## src/rtl/opll_bus_if.sv

```systemverilog
// opll_bus_if: request handshake plus OPLL pin bundle for opll_bus_writer
//   i_valid/i_reg/i_data : write request from the host side
//   o_ready              : request buffer has room
//   o_D/o_A0/o_CS/o_WR   : OPLL CPU-bus pins, active high
//   o_busy/o_level       : activity flag and buffer occupancy
interface opll_bus_if #(
    parameter int FIFO_DEPTH = 4
);
    localparam int LW = $clog2(FIFO_DEPTH) + 1;

    logic          i_valid;
    logic [7:0]    i_reg;
    logic [7:0]    i_data;
    logic          o_ready;
    logic [7:0]    o_D;
    logic          o_A0;
    logic          o_CS;
    logic          o_WR;
    logic          o_busy;
    logic [LW-1:0] o_level;

    modport master (
        output i_valid, i_reg, i_data,
        input  o_ready, o_D, o_A0, o_CS, o_WR, o_busy, o_level
    );

    modport slave (
        input  i_valid, i_reg, i_data,
        output o_ready, o_D, o_A0, o_CS, o_WR, o_busy, o_level
    );
endinterface

```

## src/rtl/opll_bus_writer.sv

```systemverilog
// opll_bus_writer: buffers (register, data) requests and replays them as OPLL address/data bus writes
//   clk   : master clock (XIN rate)
//   rst_n : asynchronous active-low reset
//   bus   : opll_bus_if.slave -- request handshake in, OPLL pins / busy / level out
module opll_bus_writer #(
    parameter int FIFO_DEPTH = 4,
    parameter int WR_CYCLES  = 4,
    parameter int ADDR_WAIT  = 12,
    parameter int DATA_WAIT  = 84
) (
    input  logic      clk,
    input  logic      rst_n,
    opll_bus_if.slave bus
);
    localparam int AW = $clog2(FIFO_DEPTH);
    localparam int LW = AW + 1;

    typedef enum logic [2:0] {IDLE, A_SETUP, A_STROBE, A_WAIT, D_SETUP, D_STROBE, D_WAIT} state_t;

    state_t        state_q, state_d;
    logic [15:0]   mem_q [FIFO_DEPTH];
    logic [AW-1:0] wr_ptr_q, rd_ptr_q;
    logic [LW-1:0] count_q, count_d;
    logic          ready_q, busy_q;
    logic [7:0]    cnt_q, cnt_d;
    logic [7:0]    d_q, d_d;
    logic [7:0]    hold_q, hold_d;
    logic          a0_q, a0_d;
    // CS and WR are always equal, so one register drives both pins
    logic          strobe_q, strobe_d;
    logic          push, pop, done;

    assign push    = bus.i_valid && ready_q;
    assign done    = cnt_q == 8'd0;
    assign count_d = count_q + LW'(push) - LW'(pop);

    always_comb begin
        state_d  = state_q;
        cnt_d    = done ? cnt_q : cnt_q - 8'd1;
        d_d      = d_q;
        a0_d     = a0_q;
        strobe_d = strobe_q;
        hold_d   = hold_q;
        pop      = 1'b0;
        case (state_q)
            IDLE:     pop = count_q != '0;
            A_SETUP:  if (done) begin
                          state_d  = A_STROBE;
                          cnt_d    = 8'(WR_CYCLES - 1);
                          strobe_d = 1'b1;
                      end
            A_STROBE: if (done) begin
                          state_d  = A_WAIT;
                          cnt_d    = 8'(ADDR_WAIT - 1);
                          strobe_d = 1'b0;
                      end
            A_WAIT:   if (done) begin
                          state_d = D_SETUP;
                          cnt_d   = 8'd0;
                          d_d     = hold_q;
                          a0_d    = 1'b1;
                      end
            D_SETUP:  if (done) begin
                          state_d  = D_STROBE;
                          cnt_d    = 8'(WR_CYCLES - 1);
                          strobe_d = 1'b1;
                      end
            D_STROBE: if (done) begin
                          state_d  = D_WAIT;
                          cnt_d    = 8'(DATA_WAIT - 1);
                          strobe_d = 1'b0;
                      end
            D_WAIT:   if (done) begin
                          state_d = IDLE;
                          pop     = count_q != '0;
                      end
            default:  state_d = IDLE;
        endcase
        // Taking a new request (from IDLE, or straight off the end of D_WAIT) puts the address on the bus
        if (pop) begin
            state_d         = A_SETUP;
            cnt_d           = 8'd0;
            {d_d, hold_d}   = mem_q[rd_ptr_q];
            a0_d            = 1'b0;
        end
    end

    always_ff @(posedge clk or negedge rst_n) begin
        if (!rst_n) begin
            state_q  <= IDLE;
            cnt_q    <= '0;
            d_q      <= '0;
            hold_q   <= '0;
            a0_q     <= 1'b0;
            strobe_q <= 1'b0;
            wr_ptr_q <= '0;
            rd_ptr_q <= '0;
            count_q  <= '0;
            ready_q  <= 1'b0;
            busy_q   <= 1'b0;
        end else begin
            state_q  <= state_d;
            cnt_q    <= cnt_d;
            d_q      <= d_d;
            hold_q   <= hold_d;
            a0_q     <= a0_d;
            strobe_q <= strobe_d;
            wr_ptr_q <= wr_ptr_q + AW'(push);
            rd_ptr_q <= rd_ptr_q + AW'(pop);
            count_q  <= count_d;
            ready_q  <= count_d != LW'(FIFO_DEPTH);
            busy_q   <= (count_d != '0) || (state_d != IDLE);
        end
    end

    always_ff @(posedge clk) begin
        if (push) mem_q[wr_ptr_q] <= {bus.i_reg, bus.i_data};
    end

    assign bus.o_ready = ready_q;
    assign bus.o_D     = d_q;
    assign bus.o_A0    = a0_q;
    assign bus.o_CS    = strobe_q;
    assign bus.o_WR    = strobe_q;
    assign bus.o_busy  = busy_q;
    assign bus.o_level = count_q;
endmodule

```

## src/flat_wrapper.sv

```systemverilog
// flat-port wrapper written by rule: the top's interface ports become plain ports
module opll_bus_writer_flat 
#(
    parameter int FIFO_DEPTH = 4,
    parameter int WR_CYCLES  = 4,
    parameter int ADDR_WAIT  = 12,
    parameter int DATA_WAIT  = 84
)
  (clk, rst_n, bus_i_valid, bus_i_reg, bus_i_data, bus_o_ready, bus_o_D, bus_o_A0, bus_o_CS, bus_o_WR, bus_o_busy, bus_o_level);
  opll_bus_if #(.FIFO_DEPTH(FIFO_DEPTH)) bus_i ();
  input  logic clk;
  input  logic rst_n;
  input wire logic [$bits(bus_i.i_valid)-1:0] bus_i_valid;
  input wire logic [$bits(bus_i.i_reg)-1:0] bus_i_reg;
  input wire logic [$bits(bus_i.i_data)-1:0] bus_i_data;
  output wire logic [$bits(bus_i.o_ready)-1:0] bus_o_ready;
  output wire logic [$bits(bus_i.o_D)-1:0] bus_o_D;
  output wire logic [$bits(bus_i.o_A0)-1:0] bus_o_A0;
  output wire logic [$bits(bus_i.o_CS)-1:0] bus_o_CS;
  output wire logic [$bits(bus_i.o_WR)-1:0] bus_o_WR;
  output wire logic [$bits(bus_i.o_busy)-1:0] bus_o_busy;
  output wire logic [$bits(bus_i.o_level)-1:0] bus_o_level;
  assign bus_i.i_valid = bus_i_valid;
  assign bus_i.i_reg = bus_i_reg;
  assign bus_i.i_data = bus_i_data;
  assign bus_o_ready = bus_i.o_ready;
  assign bus_o_D = bus_i.o_D;
  assign bus_o_A0 = bus_i.o_A0;
  assign bus_o_CS = bus_i.o_CS;
  assign bus_o_WR = bus_i.o_WR;
  assign bus_o_busy = bus_i.o_busy;
  assign bus_o_level = bus_i.o_level;
  opll_bus_writer #(.FIFO_DEPTH(FIFO_DEPTH), .WR_CYCLES(WR_CYCLES), .ADDR_WAIT(ADDR_WAIT), .DATA_WAIT(DATA_WAIT)) u_core (.clk(clk), .rst_n(rst_n), .bus(bus_i));
endmodule
```

## config.mk

```make
export PLATFORM = sky130hd
export DESIGN_NAME = opll_bus_writer_flat
export DESIGN_NICKNAME = d
export VERILOG_FILES = /design/src/rtl/opll_bus_if.sv /design/src/rtl/opll_bus_writer.sv /design/src/flat_wrapper.sv
export SDC_FILE = /design/constraint.sdc
export NUM_CORES = 1
export LEC_CHECK = 0
export ABC_AREA = 0
export CAP_MARGIN = 30
export CORE_UTILIZATION = 48
export DETAILED_ROUTE_END_ITERATION = 8
export PLACE_DENSITY = 0.73
export SLEW_MARGIN = 20
export SYNTH_ARGS = -nofsm -noshare
export SYNTH_HDL_FRONTEND = slang
export SYNTH_SLANG_ARGS = --single-unit
```

## constraint.sdc

```tcl
create_clock -name clk -period 6.7 [get_ports clk]
set_clock_uncertainty 0.05 [all_clocks]
set_input_delay 0.67 -clock clk [delete_from_list [all_inputs] [get_ports clk]]
set_output_delay 0.67 -clock clk [all_outputs]
set_load 0.02 [all_outputs]
```

### Yosys cells after proc, flatten, opt, wreduce, memory -nomap -nowiden

Memory sizes are Yosys's and may differ from the RTL's.
Cells that the tools add are included.

* $add $sub $neg: 5
* eq/ne operators: 9
* multiplexer cells: 27
* reduce and logical (&&, ||, !) cells: 14

Operators with widths (count)
* $mux 8: 9
* $pmux 8 s4: 1
* $mux 3: 7
* $pmux 3 s7: 1
* $eq 3x3->1 const B: 3
* $reduce_bool 3->1: 3
* $logic_not 8->1: 1
* $sub 8x1->8 const B: 1
* $mux 1: 7
* $eq 3x2->1 const B: 2
* $reduce_bool 2->1: 3
* $add 2x1->2: 2
* $ne 2x1->1 const B: 2
* $pmux 1 s2: 2
* $reduce_or 2->1: 2
* $add 3x1->3: 1
* $eq 3x1->1 const B: 1
* $logic_not 3->1: 1
* $ne 3x3->1 const B: 1
* $reduce_and 3->1: 1
* $sub 3x1->3: 1
* $reduce_and 2->1: 1
* $logic_and 1x1->1: 1
* $logic_or 1x1->1: 1

* register bits: 38
* memory bits (writable): 64
* input port bits: 19
* output and inout bits: 16
* word-level logic and storage cells: 67
* memories kept: 1

Memories
* u_core.mem_q: words 4, width 16, rd ports 1, clocked after memory_dff 0, write ports 1, line opll_bus_writer.sv:21 `logic [15:0] mem_q [FIFO_DEPTH];`

### Logic depth before layout (Yosys ltp)

Gate-level depths: netlist of the first run.

* depth after elaboration: 6
* depth in mapped cells: 16
* gate-level depth less buffers: 15

### Worst setup path before layout of the first run

Ideal clock, no wire load.

* kind: flip-flop to flip-flop
* start point: register u_core.cnt_q[0]
* end point: register u_core.busy_q, in the netlist u_core.bus.o_busy
* setup time: 0.129 ns
* arrival time: 3.020 ns
* data required time: 6.521 ns
* path slack: 3.501 ns
* stages on the path, launching flop included: 17
* buffers on the path: 1
* clock period less this slack: 3.199 ns
* path through: dfrtp_1 > inv_1 > ha_1 > nor3b_2 > a31oi_1 > or3_4 > inv_2 > buf_8 > ha_1 > inv_1 > ha_1 > inv_1 > fa_1 > xnor2_1 > xnor2_1 > nor3_1 > nand3_1

* word-level cells in the longest chain between the ends: 6
* elaborated cells between the ends (all ways): 15
* those cells by class: add/sub (1); mux (10); reduce/logical (4)

Ends and longest elaborated chain
* from (decl): line opll_bus_writer.sv:25 `logic [7:0] cnt_q, cnt_d;`
* from (signal assigned): line opll_bus_writer.sv:103 `cnt_q <= cnt_d;`
* $logic_not 8->1: line opll_bus_writer.sv:34 `assign done = cnt_q == 8'd0;`
* $mux 1: line opll_bus_writer.sv:73 `D_WAIT: if (done) begin`
* $pmux 1 s2: line opll_bus_writer.sv:45 `case (state_q)`
* $sub 3x1->3: line opll_bus_writer.sv:35 `assign count_d = count_q + LW'(push) - LW'(pop);`
* via u_core.count_d[2]: line opll_bus_writer.sv:23 `logic [LW-1:0] count_q, count_d;`
* $reduce_bool 3->1: line opll_bus_writer.sv:112 `busy_q <= (count_d != '0) || (state_d != IDLE);`
* $logic_or 1x1->1: line opll_bus_writer.sv:112
* to (signal assigned): line opll_bus_writer.sv:112
* to (decl): line opll_bus_writer.sv:24 `logic ready_q, busy_q;`

The timed path passes the listed nets, and every way through them passes these cells.
A chain may end at the register's enable or synchronous reset.

### Worst setup path after layout of the first run

Same ends and word-level chain as after synthesis.

==> results of run 1 <==
==> worst max-delay path, delay by kind of cell (launching register included) <==
family                   cells  cell delay, ns
flip-flops                   1            0.42
adder cells (fa/ha/maj)      4            0.96
AO/OA/AOI/OAI                1            0.14
XOR/XNOR                     2            0.31
AND/OR/NAND/NOR              4            1.15
buffers and inverters        4            0.52
==> path summary, 6_finish.rpt <==
path	slack, ns	cells after the start	endpoint	startpoint
worst max-delay path	3.02	15	u_core.bus.o_busy	u_core.cnt_q[0]
worst min-delay path	0.35	1	u_core.bus.o_ready	rst_n
worst max register to register	3.02	15	u_core.bus.o_busy	u_core.cnt_q[0]
worst min register to register	0.47	1	u_core.hold_q[1]	u_core.hold_q[1]
max in group asynchronous	5.71	1	u_core.cnt_q[6]	rst_n
min in group clk	0.47	1	u_core.hold_q[1]	u_core.hold_q[1]
==> Yosys cell counts (2+ instances only) <==
library cell               number  area, um2
sky130_fd_sc_hd__and2_1         2       12.5
sky130_fd_sc_hd__xnor2_1        7       61.3
sky130_fd_sc_hd__xor2_1         2       17.5
sky130_fd_sc_hd__o22ai_1        2       12.5
sky130_fd_sc_hd__a21boi_0       2       15.0
sky130_fd_sc_hd__mux2_4        12        180
sky130_fd_sc_hd__nor2_1         8       30.0
sky130_fd_sc_hd__mux2_2        12        135
sky130_fd_sc_hd__and3_1         2       12.5
sky130_fd_sc_hd__dfrtp_1       38        951
sky130_fd_sc_hd__inv_1         10       37.5
sky130_fd_sc_hd__edfxtp_1      64       1920
sky130_fd_sc_hd__buf_2          2       10.0
sky130_fd_sc_hd__o31ai_1        2       15.0
sky130_fd_sc_hd__ha_1           8        100
sky130_fd_sc_hd__mux2i_1        3       30.0
sky130_fd_sc_hd__nand3_1        3       15.0
sky130_fd_sc_hd__clkbuf_1       7       26.3
sky130_fd_sc_hd__nor3b_1        3       22.5
sky130_fd_sc_hd__nor3_1         4       20.0
sky130_fd_sc_hd__a31oi_1        3       18.8
sky130_fd_sc_hd__nand2_1        6       22.5
sky130_fd_sc_hd__mux4_2        16        360
sky130_fd_sc_hd__a21oi_1        5       25.0
sky130_fd_sc_hd__o21ai_0        6       30.0
==> registers in the layout, summed over array words and instances (netlist names) <==
name                count
u_core.bus.o_A0         1
u_core.bus.o_CS         1
u_core.bus.o_D          8
u_core.bus.o_busy       1
u_core.bus.o_level      3
u_core.bus.o_ready      1
u_core.cnt_q            8
u_core.hold_q           8
u_core.mem_q           64
u_core.rd_ptr_q         2
u_core.state_q          3
u_core.wr_ptr_q         2
==> kinds of logic after synthesis <==
kind of cell / share of synthesized area (%)
AOI/OAI and AO/OA: 3.73
buffers and inverters: 2.60
and+or+nand+nor: 5.63
DFF: 67.0
xor gates and xnor gates: 1.84
muxes: 16.4
adders and majority gates: 2.80
==> stage by stage <==
stage	power, mW	area [um2]	hold slack [ns]	utilization (%)	worst slack [ns]
final	2.38	4960	0.349	57.2	3.02
after global routing	2.52	4960	0.405	57.2	2.79
after detailed placement	1.99	4740	0.447	54.7	3.01
after global placement	1.95	4730	0.440	54.5	3.13
after floorplan	1.72	4290	0.324	-	3.50
after CTS	2.41	4960	0.364	57.2	2.99
==> power groups by stage <==
stage	Sequential, mW	Combinational (mW)	Clock, mW
6_report	1.03	0.933	0.420
3_5_place_dp	1.05	0.946	0
3_3_place_gp	1.05	0.900	0
4_1_cts	1.03	0.949	0.426
2_1_floorplan	1.01	0.712	0
5_1_grt	1.06	1.02	0.449
==> final cells by class <==
type / instances / area (um2)
clock inverters: 7 / 95.1
clock buffers: 9 / 124
multi-input cells: 125 / 1320
well taps: 108 / 135
fillers: 675 / 3720
inverters: 11 / 41.3
repair buffers: 38 / 373
flip-flops and latches: 102 / 2870
==> per-layer routing <==
metal / global-route usage, % / wire (um)
met1: 22.3 / 3350
met2: 29.0 / 3590
met3: 4.23 / 188
met4: 5.39 / 86
met5: 0 / 0
==> impl_metrics.yaml, run 1 <==
min_path:
  worstHoldPathType: "primary input to asynchronous set/reset pin"
yosys:
  syn_area_per_cell_um2: 17.2
  synth.distinct_cells: 46
  synthesis.instances: 250
  synthFlopType: "sky130_fd_sc_hd__edfxtp_1"
  netlist_area_um2: 4290
  synth_async_sr_flop_share_pct: 37.3
  synthesis.nets: 278
  synth-seq-cells: 102
  synth_edf_count: 64
  ys_warn_count: 0
  seq_area_frac_synth_pct: 67.0
routing:
  drt.antenna.violating_nets: 0
  route.final.wire_length_mm: 7.21
  vias_per_cell: 5.45
  drt_iter0_markers: 86
  drt_pre_antenna_iters: 4
  wire_per_inst_um: 18.0
  drc: 0
  route.vias.total: 2181
power_and_ir_drop:
  combPwrFrac_pct: 39.2
  power.leakage_nw: 1.86
  total_switching_power_uw: 822
  p_int_mw: 1.56
  worst_ir_drop_vdd_mv: 0.244
  power_frac_seq_pct: 43.2
  power.density_cell_area_nw_per_um2: 480
  netSwitchingFraction_pct: 34.5
  pwr-share-clk_pct: 17.6
setup_path:
  crit_required_ns: 6.90
  slowest_stage: "sky130_fd_sc_hd__or3_4"
  slowest_delay_ns: 0.51
  crit_arrival_ns: 3.88
  path_class: "flip-flop to flip-flop"
  critical_path.cell_chain: "inv_1 > ha_1 > nor3b_2 > a31oi_1 > or3_4 > inv_2 > ha_1 > inv_1 > ha_1 > inv_1 > fa_1 > xnor2_1 > xnor2_1 > nor3_1 > nand3_1"
  endpoint_kind: "flip-flop"
  setup.worst_path.start_class: "flip-flop"
  critical_path.max_fanout: 14
placement:
  dpl.hpwl_mm: 4.74
  place.gp.congestion: 0.767
  io_buffer_count: 34
  placed_cells: 384
die:
  die_w_um: 96.5
  die_h_um: 96.5
  placementRows: 34
  floorplan.initialDensity_pct: 49.4
  io_pins: 35
  fp.coreArea_um2: 8680
  dieArea_um2: 9320
global_route:
  overflow: 0
  global_route.usage.total_pct: 17.3
  first_global_vias: 2193
  antenna_found_initial: 0
  grt_first_pass_wirelength_mm: 11.5
  grt_max_degree: 39
timing:
  timing.setup.tns_ns: 0
  setup_viol: 0
  final.period_utilization_pct: 55.0
  grt_setup_unrepaired: "no"
  maxSlewHeadroom_pct: 43.2
  max_freq_ghz: 0.272
  worst_pin_slew_ns: 0.852
  report.final.hold_viol_count: 0
  fin_crit_ns: 3.68
  maxSlewViolCount: 0
clocking:
  tritoncts.num_buffers: 9
  clk_pin_slew_worst_paths_ns: 0.11
  clock_tree_from_tritoncts: "yes"
  h-tree-depth: 3
  ctsLongestPathBuffers: 2
  resized_gates_after_cts: 0
  hold_buffers: 0
  cts_num_sinks: 102
  postCtsSetupBuffers: 0
  clockRootBuffer: "sky130_fd_sc_hd__clkbuf_8"
  clock_insertion_delay_worst_skew_ns: 0.37
run:
  maxCapViolations: 0
layout:
  antennaDiodeCount: 0
  commonest_non_fill_non_tap_cell_in_the_layout: "sky130_fd_sc_hd__edfxtp_1"
  layout-drive-gt1-share_pct: 24.7
  fin_cells: 400
  layout_common_cells: "sky130_fd_sc_hd__edfxtp_1 (64), sky130_fd_sc_hd__dfrtp_1 (38), sky130_fd_sc_hd__clkdlybuf4s50_1 (33)"
  fin_nets: 315
  flow.area_growth_from_synthesis_pct: 15.7
outcome:
  run_status: "complete, no violations"
Note: power is estimated with default switching activity, not from simulation.
==> inputs of run 2 (changes only) <==
--- a/config.mk
+++ b/config.mk
@@ -9,7 +9,7 @@
 export CAP_MARGIN = 30
 export CORE_UTILIZATION = 48
 export DETAILED_ROUTE_END_ITERATION = 8
-export PLACE_DENSITY = 0.73
+export PLACE_DENSITY = 0.76
 export SLEW_MARGIN = 20
 export SYNTH_ARGS = -nofsm -noshare
 export SYNTH_HDL_FRONTEND = slang
==> constraint.sdc (replaced) <==
create_clock -name clk -period 3.21 [get_ports clk]
set_clock_uncertainty 0.05 [all_clocks]
set_input_delay 0.321 -clock clk [delete_from_list [all_inputs] [get_ports clk]]
set_output_delay 0.321 -clock clk [all_outputs]
set_load 0.02 [all_outputs]
==> run 2 against run 1 <==
Utilization grew 1.0 points; non-clock buffer count up 9; sequential power is 110% higher; total power grew 110%; fmax up 22%; first-iteration DRC count increased by 33%; cell area is 1.8% higher; flip-flop and latch count stayed put; sequential share of layout area is 1.0 points lower; critical path type unchanged; highest routed layer unchanged.
==> impl_metrics.yaml, run 2 (same netlist as run 1, synthesis figures left out) <==
global_route:
  grt_max_degree: 39
  grt_first_pass_wirelength_mm: 12.1
  overflow: 0
  antenna_found_initial: 0
  global_route.usage.total_pct: 18.5
  first_global_vias: 2272
setup_path:
  slowest_stage: "sky130_fd_sc_hd__dfrtp_1"
  endpoint_kind: "flip-flop"
  crit_family: "adder cells"
  critical_path.cell_chain: "inv_2 > ha_1 > nor3b_4 > a31oi_1 > or3_4 > inv_2 > ha_1 > inv_1 > ha_1 > inv_1 > fa_1 > xnor2_2 > xnor2_2 > nor3_1 > nand3_1"
  path_buf_inv: 4
  slowest_delay_ns: 0.44
  crit_required_ns: 3.40
  critical_path.max_fanout: 4
  path_class: "flip-flop to flip-flop"
  setup.worst_path.start_class: "flip-flop"
  r2r_cells: 15
  cpMostUsedCell: "sky130_fd_sc_hd__ha_1"
  reg2reg_slack_ns: 0.18
  r2r_start: "u_core.cnt_q[0]"
  r2r_end: "u_core.bus.o_busy"
  crit_arrival_ns: 3.22
timing:
  timing.setup.tns_ns: 0
  maxSlewHeadroom_pct: 45.0
  maxSlewViolCount: 0
  fin_crit_ns: 3.03
  worst_pin_slew_ns: 0.826
  max_freq_ghz: 0.330
  final.period_utilization_pct: 94.3
  setup_viol: 0
  report.final.hold_viol_count: 0
  worst_slack_ns: 0.183
min_path:
  worstHoldPathType: "primary input to asynchronous set/reset pin"
layout:
  commonest_non_fill_non_tap_cell_in_the_layout: "sky130_fd_sc_hd__edfxtp_1"
  flow.area_growth_from_synthesis_pct: 17.7
  fin_nets: 324
  postLayoutCoreUtil_pct: 58.2
  layout-drive-gt1-share_pct: 27.6
  antennaDiodeCount: 0
  register_with_the_most_flip_flops: "u_core.mem_q"
  layout_common_cells: "sky130_fd_sc_hd__edfxtp_1 (64), sky130_fd_sc_hd__dfrtp_1 (38), sky130_fd_sc_hd__clkdlybuf4s50_1 (33)"
  largest_reg_flops: 64
  post-route-cell-area_um2: 5050
die:
  die_w_um: 96.5
  io_pins: 35
  die_h_um: 96.5
  floorplan.initialDensity_pct: 49.4
  fp.coreArea_um2: 8680
  dieArea_um2: 9320
  placementRows: 34
placement:
  io_buffer_count: 34
  dp_slack_ns: 0.203
  place.gp.congestion: 0.815
  postPlaceCellArea_um2: 4790
  dpl.hpwl_mm: 4.77
power_and_ir_drop:
  power.leakage_nw: 1.90
  total_switching_power_mw: 1.72
  worst_ir_drop_vdd_mv: 0.385
  p_int_mw: 3.32
  netSwitchingFraction_pct: 34.1
  pwr-share-clk_pct: 16.2
  combPwrFrac_pct: 41.7
  post-layout-total-power_mw: 5.04
  power.density_cell_area_nw_per_um2: 999
  power_frac_seq_pct: 42.1
clocking:
  clock_tree_from_tritoncts: "yes"
  clockRootBuffer: "sky130_fd_sc_hd__clkbuf_8"
  h-tree-depth: 3
  tritoncts.num_buffers: 9
  cts_num_sinks: 102
  postCtsSetupBuffers: 0
  ctsLongestPathBuffers: 2
  clk_pin_slew_worst_paths_ns: 0.10
  clock_insertion_delay_worst_skew_ns: 0.36
routing:
  route.vias.total: 2273
  wire_per_inst_um: 18.3
  route.final.wire_length_mm: 7.47
  drt_pre_antenna_iters: 4
  drt.antenna.violating_nets: 0
  drt_iter0_markers: 114
  vias_per_cell: 5.56
  drc: 0
outcome:
  run_status: "complete, no violations"
run:
  maxCapViolations: 0
run 2: worst max path at each step:
stage	start	endpoint	slack, ns	cells past startpoint
floorplan	u_core.cnt_q[0]	u_core.bus.o_busy	0.01	16
global placement	u_core.cnt_q[0]	u_core.bus.o_busy	0.31	15
detailed placement	u_core.cnt_q[0]	u_core.bus.o_busy	0.20	15
CTS	u_core.cnt_q[0]	u_core.bus.o_busy	0.20	15
global route	u_core.cnt_q[1]	u_core.bus.o_busy	-0.005	15
finish	u_core.cnt_q[0]	u_core.bus.o_busy	0.18	15
run 2: power by group through the flow:
stage	combinational [mW]	clock, mW	sequential [mW]
after floorplan	1.49	0	2.10
after global placement	2.02	0	2.13
after detailed placement	2.08	0	2.15
after CTS	2.08	0.843	2.12
after global routing	2.31	0.886	2.18
final	2.10	0.815	2.12
run 2: layout make-up:
class	instances	area, um2
fill	683	3630
sequential	102	2870
multi-input combinational	125	1340
timing repair buffer	47	448
tap	108	135
clock buffer	9	124
clock inverter	7	86.3
inverter	11	41.3
run 2: metrics by stage:
step / instances / hold WS (ns)
2_1_floorplan: 250 / -0.0246
3_3_place_gp: 391 / 0.440
3_5_place_dp: 391 / 0.444
4_1_cts: 407 / 0.0353
5_1_grt: 409 / 0.361
6_report: 409 / 0.317
run 2: metal layers:
metal | wire, um | vias to the layer above | global-route usage (%)
li1 | - | 1044 | -
met1 | 3350 | 1179 | 24.5
met2 | 3800 | 38 | 30.4
met3 | 168 | 12 | 3.21
met4 | 146 | 0 | 7.84
met5 | 0 | - | 0
run 2: worst register-to-register path: stages, from the launching register on:
cell	delay (ns)
sky130_fd_sc_hd__dfrtp_1	0.44
sky130_fd_sc_hd__inv_2	0.09
sky130_fd_sc_hd__ha_1	0.17
sky130_fd_sc_hd__nor3b_4	0.20
sky130_fd_sc_hd__a31oi_1	0.11
sky130_fd_sc_hd__or3_4	0.38
sky130_fd_sc_hd__inv_2	0.07
sky130_fd_sc_hd__ha_1	0.21
sky130_fd_sc_hd__inv_1	0.05
sky130_fd_sc_hd__ha_1	0.14
sky130_fd_sc_hd__inv_1	0.05
sky130_fd_sc_hd__fa_1	0.40
sky130_fd_sc_hd__xnor2_2	0.16
sky130_fd_sc_hd__xnor2_2	0.15
sky130_fd_sc_hd__nor3_1	0.14
sky130_fd_sc_hd__nand3_1	0.09
run 2: repair_timing:
action / CTS / global route
resized for setup: 0 / 4
endpoints found under the hold margin: 0 / 11
endpoints found under the setup margin: 0 / 2
hold buffers: 0 / 1
==> inputs of run 3 (changes only) <==
==> constraint.sdc (replaced) <==
create_clock -name clk -period 2.5 [get_ports clk]
set_clock_uncertainty 0.05 [all_clocks]
set_input_delay 0.25 -clock clk [delete_from_list [all_inputs] [get_ports clk]]
set_output_delay 0.25 -clock clk [all_outputs]
set_load 0.02 [all_outputs]
==> run 3 against run 2 <==
Clock power up 21%; wire length up 7.1%; sequential share of layout area down 2.3 points; total power up 36%; combinational power up 55%; via count up 4.3%; sequential power up 23%; cell area up 4.3%; worst setup slack worse by 0.50 ns; critical endpoint unchanged; flip-flop and latch count unchanged; critical path depth unchanged; largest cell class unchanged; the flow now finishes with violations (negative setup slack).
==> impl_metrics.yaml, run 3 (same netlist as run 1, synthesis figures left out) <==
layout:
  post-route-cell-area_um2: 5270
  multi_input_area_um2: 1390
  seqCellArea_um2: 2870
  layout_common_cells: "sky130_fd_sc_hd__edfxtp_1 (64), sky130_fd_sc_hd__dfrtp_1 (38), sky130_fd_sc_hd__clkdlybuf4s50_1 (33), sky130_fd_sc_hd__buf_4 (33), sky130_fd_sc_hd__mux4_2 (16)"
  fin_nets: 347
  flow.area_growth_from_synthesis_pct: 22.7
  commonest_non_fill_non_tap_cell_in_the_layout: "sky130_fd_sc_hd__edfxtp_1"
  largest_reg_flops: 64
  antennaDiodeCount: 0
  final.fill_count: 666
  register_with_the_most_flip_flops: "u_core.mem_q"
  layout-drive-gt1-share_pct: 35.5
routing:
  drc: 0
  route.final.wire_length_mm: 7.99
  route.vias.total: 2370
  drt_pre_antenna_iters: 5
  drt.antenna.violating_nets: 0
  vias_per_cell: 5.49
  wire_per_inst_um: 18.5
  drt_iter0_markers: 94
setup_path:
  crit_required_ns: 2.69
  r2r_cells: 15
  critical_path.max_fanout: 3
  r2r_end: "u_core.bus.o_busy"
  crit_arrival_ns: 3.01
  path_class: "flip-flop to flip-flop"
  r2r_start: "u_core.cnt_q[0]"
  endpoint_kind: "flip-flop"
  cp-startpoint: "u_core.cnt_q[0]"
  reg2reg_slack_ns: -0.32
  setup.worst_path.start_class: "flip-flop"
clocking:
  clock_tree_from_tritoncts: "yes"
  clock_insertion_delay_worst_skew_ns: 0.36
  h-tree-depth: 3
  cts_num_sinks: 102
  clk_pin_slew_worst_paths_ns: 0.10
  ctsLongestPathBuffers: 2
  tritoncts.num_buffers: 9
  clockRootBuffer: "sky130_fd_sc_hd__clkbuf_8"
die:
  fp.coreArea_um2: 8680
  placementRows: 34
  die_h_um: 96.5
  io_pins: 35
  floorplan.initialDensity_pct: 49.4
  dieArea_um2: 9320
  die_w_um: 96.5
placement:
  place.gp.congestion: 0.793
  dpl.hpwl_mm: 5.38
  io_buffer_count: 34
  postPlaceCellArea_um2: 4980
  dp_slack_ns: -0.463
timing:
  max_freq_ghz: 0.355
  worst_pin_slew_ns: 0.547
  final.period_utilization_pct: 113
  report.final.hold_viol_count: 0
  maxSlewViolCount: 0
  timing.setup.tns_ns: -0.680
  grt_setup_unrepaired: "yes"
  maxSlewHeadroom_pct: 63.2
  setup_viol: 3
  fin_crit_ns: 2.82
  worst_slack_ns: -0.319
global_route:
  grt_first_pass_wirelength_mm: 12.7
  first_global_vias: 2439
  grt_max_degree: 39
  antenna_found_initial: 0
  global_route.usage.total_pct: 19.2
  overflow: 0
run:
  maxCapViolations: 0
power_and_ir_drop:
  power.leakage_nw: 2.01
  worst_ir_drop_vdd_mv: 0.579
  post-layout-total-power_mw: 6.85
  power.density_cell_area_nw_per_um2: 1300
min_path:
  worstHoldPathType: "primary input to asynchronous set/reset pin"
outcome:
  failing_checks: "negative setup slack"
  run_status: "complete, but fails checks"
[run 3: per-stage QoR]
stage               cells  hold slack (ns)  utilization, %
floorplan             250          -0.0956               -
global placement      407            0.356            57.4
detailed placement    407            0.366            57.4
CTS                   428            0.461            60.2
global route          432            0.296            60.7
finish                432            0.274            60.7
[run 3: routing by layer]
layer  vias to the layer above  GRT usage [%]  wire, um
met5                         -              0         0
met4                         0           6.62       119
met3                         8           3.91       251
met2                        48           33.6      4220
met1                      1231           23.9      3400
li1                       1083              -         -
[run 3: worst max path at each step]
stage	to	slack [ns]	cells after the start
6_report	u_core.bus.o_busy	-0.32	15
5_1_grt	u_core.bus.o_busy	-0.44	15
4_1_cts	u_core.bus.o_busy	-0.30	15
3_5_place_dp	u_core.bus.o_busy	-0.46	15
3_3_place_gp	u_core.bus.o_busy	-0.35	15
2_1_floorplan	u_core.bus.o_busy	-0.61	16
[run 3: layout make-up]
cell class / count / area share, %
inverter: 11 / 0.832
sequential: 102 / 54.6
clock buffer: 9 / 2.35
multi-input combinational: 125 / 26.4
timing repair buffer: 70 / 12.0
tap: 108 / 2.57
clock inverter: 7 / 1.31
[run 3: report_power, final]
group,total (mW),internal (mW),leakage (nW),switching [mW]
logic,3.26,1.77,0.877,1.50
registers,2.60,2.32,1.04,0.278
clock network,0.988,0.386,0.0911,0.602
total,6.85,4.47,2.01,2.38
[run 3: worst max-delay path, stage by stage (launching register included)]
cell and delay, ns:
sky130_fd_sc_hd__dfrtp_1 0.40, sky130_fd_sc_hd__inv_2 0.08, sky130_fd_sc_hd__ha_4 0.13, sky130_fd_sc_hd__nor3b_4 0.18, sky130_fd_sc_hd__a31oi_1 0.12, sky130_fd_sc_hd__or3_4 0.41
sky130_fd_sc_hd__inv_4 0.07, sky130_fd_sc_hd__ha_4 0.19, sky130_fd_sc_hd__inv_2 0.06, sky130_fd_sc_hd__ha_4 0.11, sky130_fd_sc_hd__inv_2 0.03, sky130_fd_sc_hd__fa_2 0.34
sky130_fd_sc_hd__xnor2_2 0.16, sky130_fd_sc_hd__xnor2_2 0.16, sky130_fd_sc_hd__nor3_2 0.12, sky130_fd_sc_hd__nand3_1 0.09
[run 3: timing repair]
action,in CTS,in global routing
hold buffers,1,0
resized for setup,2,0
buffers inserted,4,3
endpoints found under the hold margin,38,0
gates cloned,0,0
pin swaps,9,2
endpoints found under the setup margin,4,4
==> RTL change: new RTL, settings of run 3 <==
The 7 states of `state_t` get a one-hot encoding in 7 bits.
--- a/src/rtl/opll_bus_writer.sv
+++ b/src/rtl/opll_bus_writer.sv
@@ -15,7 +15,7 @@
     localparam int AW = $clog2(FIFO_DEPTH);
     localparam int LW = AW + 1;
 
-    typedef enum logic [2:0] {IDLE, A_SETUP, A_STROBE, A_WAIT, D_SETUP, D_STROBE, D_WAIT} state_t;
+    typedef enum logic [6:0] {IDLE = 7'b0000001, A_SETUP = 7'b0000010, A_STROBE = 7'b0000100, A_WAIT = 7'b0001000, D_SETUP = 7'b0010000, D_STROBE = 7'b0100000, D_WAIT = 7'b1000000} state_t;
 
     state_t        state_q, state_d;
     logic [15:0]   mem_q [FIFO_DEPTH];
Formal check against the unedited RTL: no difference found for any inputs over 10 cycles, from zero or initial values and one cycle with rst_n low; not proved beyond that.
==> RTL change against run 3 <==
  * Design area is 4.1% higher
  * Area after synthesis rose by 5.6%
  * Routed wire length rose by 1.4%
  * Worst setup slack improved by 0.33 ns
  * Critical path type unchanged
  * Sequential cell count is 4 higher
  * Critical path depth down 3
Power is not compared: it rests on default switching activity, and its combinational part moved more than twofold at a synthesized area within 25%.
==> RTL change: results <==
run_status:
  status: "completed"
synthesis:
  syn_nets: 307
  ys_types: 53
  yosysSeqAreaShare_pct: 65.6
  synthTopCellsByCount: "edfxtp_1, dfrtp_1, mux2_2, nor2_1, mux4_2"
  ys_top_cells_by_area: "edfxtp_1, dfrtp_1, mux4_2"
  ys_async_sr_fraction_pct: 39.6
  avgSynthCellArea_um2: 16.2
timing:
  worst_hold_slack_ns: 0.246
  min_period_ns: 2.49
  slew_headroom_pct: 58.6
placement:
  gp_congestion: 0.840
  dp_hpwl_mm: 5.24
  place_ws_ns: -0.0250
  dpl.cell_count: 441
setup_path:
  r2r_slack_ns: 0.01
  cp_top_family: "adder cells"
  slowest_delay_ns: 0.40
  worst_ep_arrival_time_ns: 2.70
  slowest_stage: "dfrtp_1"
detailed_routing:
  via_count: 2535
  drt-wirelength-per-cell_um: 17.6
  first_iter_violations: 95
  first_pass_iters: 4
cells_and_area:
  num-nets-final: 374
  stdcell_count: 462
  drive_above_1_share_pct: 32.2
global_routing:
  grt_pass1_vias: 2711
  grtUsageTotal_pct: 18.2
  grt_pass1_wl_mm: 13.5
  grt_max_degree: 43
clock_network:
  ctsHtreeMaxLevel: 3
[RTL change: cell types whose count changed after synthesis, moves of 3 or more]
cell	run 3	this run
clkbuf_1	7	1
a21oi_1	5	14
mux2_2	12	18
mux2i_1	3	0
buf_6	1	4
o21ai_0	6	2
nor2_1	8	18
mux2_4	12	3
nand2_1	6	12
dfrtp_1	38	41
mux2_1	0	3
buf_1	0	3
or4_1	1	4
[RTL change: per-stage QoR]
step	area (µm²)	power (mW)	utilization, %
after floorplan	4580	2.57	-
after global placement	5190	2.81	56.4
after detailed placement	5190	2.85	56.4
after CTS	5440	3.88	59.1
after global routing	5480	4.02	59.6
final	5480	3.85	59.6
[RTL change: worst paths after layout]
path,start,endpoint,depth (start not counted)
max in group asynchronous,rst_n,u_core.rd_ptr_q[0],3
max reg2reg,u_core.cnt_q[1],u_core.bus.o_busy,12
max,u_core.cnt_q[1],u_core.bus.o_busy,12
min,rst_n,u_core.state_q[2],2
min reg2reg,u_core.hold_q[4],u_core.hold_q[4],1
min in group clk,u_core.hold_q[4],u_core.hold_q[4],1
[RTL change: cells by family (layout without fill, tap and decap cells)]
kind of cell / after synthesis / after routing / share of synthesized area, %
and+or+nand+nor: 65 / 65 / 8.87
AOI/OAI and AO/OA: 27 / 27 / 3.81
buffers and inverters: 22 / 94 / 2.93
muxes: 40 / 40 / 14.2
xor gates and xnor gates: 10 / 10 / 1.93
adders and majority gates: 9 / 9 / 2.65
DFF: 106 / 106 / 65.6
[RTL change: worst register-to-register path: stages, from the launching register on]
cell and delay, ns:
dfrtp_1 0.40, inv_2 0.07, ha_4 0.16, and3_4 0.18
a31oi_4 0.24, nor2_8 0.05, ha_4 0.26, inv_2 0.04
ha_4 0.14, fa_2 0.33, xor2_1 0.15, xnor2_1 0.15
nand3b_1 0.17
[RTL change: power by group]
group	total, mW	switching [mW]	internal, mW
registers	2.21	0.0930	2.12
logic	0.583	0.317	0.266
clock network	1.05	0.647	0.402
[RTL change: layer usage]
metal / wire length, µm / up-vias / GRT usage (%)
met5: 0 / - / 0
met4: 58 / 0 / 4.86
met3: 257 / 4 / 3.65
met2: 4450 / 45 / 33.9
met1: 3340 / 1305 / 21.6
li1: - / 1181 / -
[RTL change: layout make-up]
class / instances / area [µm²]
clock buffer: 9 / 124
tap: 111 / 139
sequential: 106 / 2980
fill: 702 / 3720
timing repair buffer: 68 / 606
inverter: 10 / 37.5
multi-input combinational: 151 / 1520
clock inverter: 7 / 82.6
[RTL change: timing repair]
action | in CTS | in global routing
hold endpoints to repair | 0 | 10
pin swaps | 1 | 6
gates resized for setup | 3 | 5
setup buffers | 3 | 0
endpoints found under the setup margin | 2 | 3
hold buffers | 0 | 1
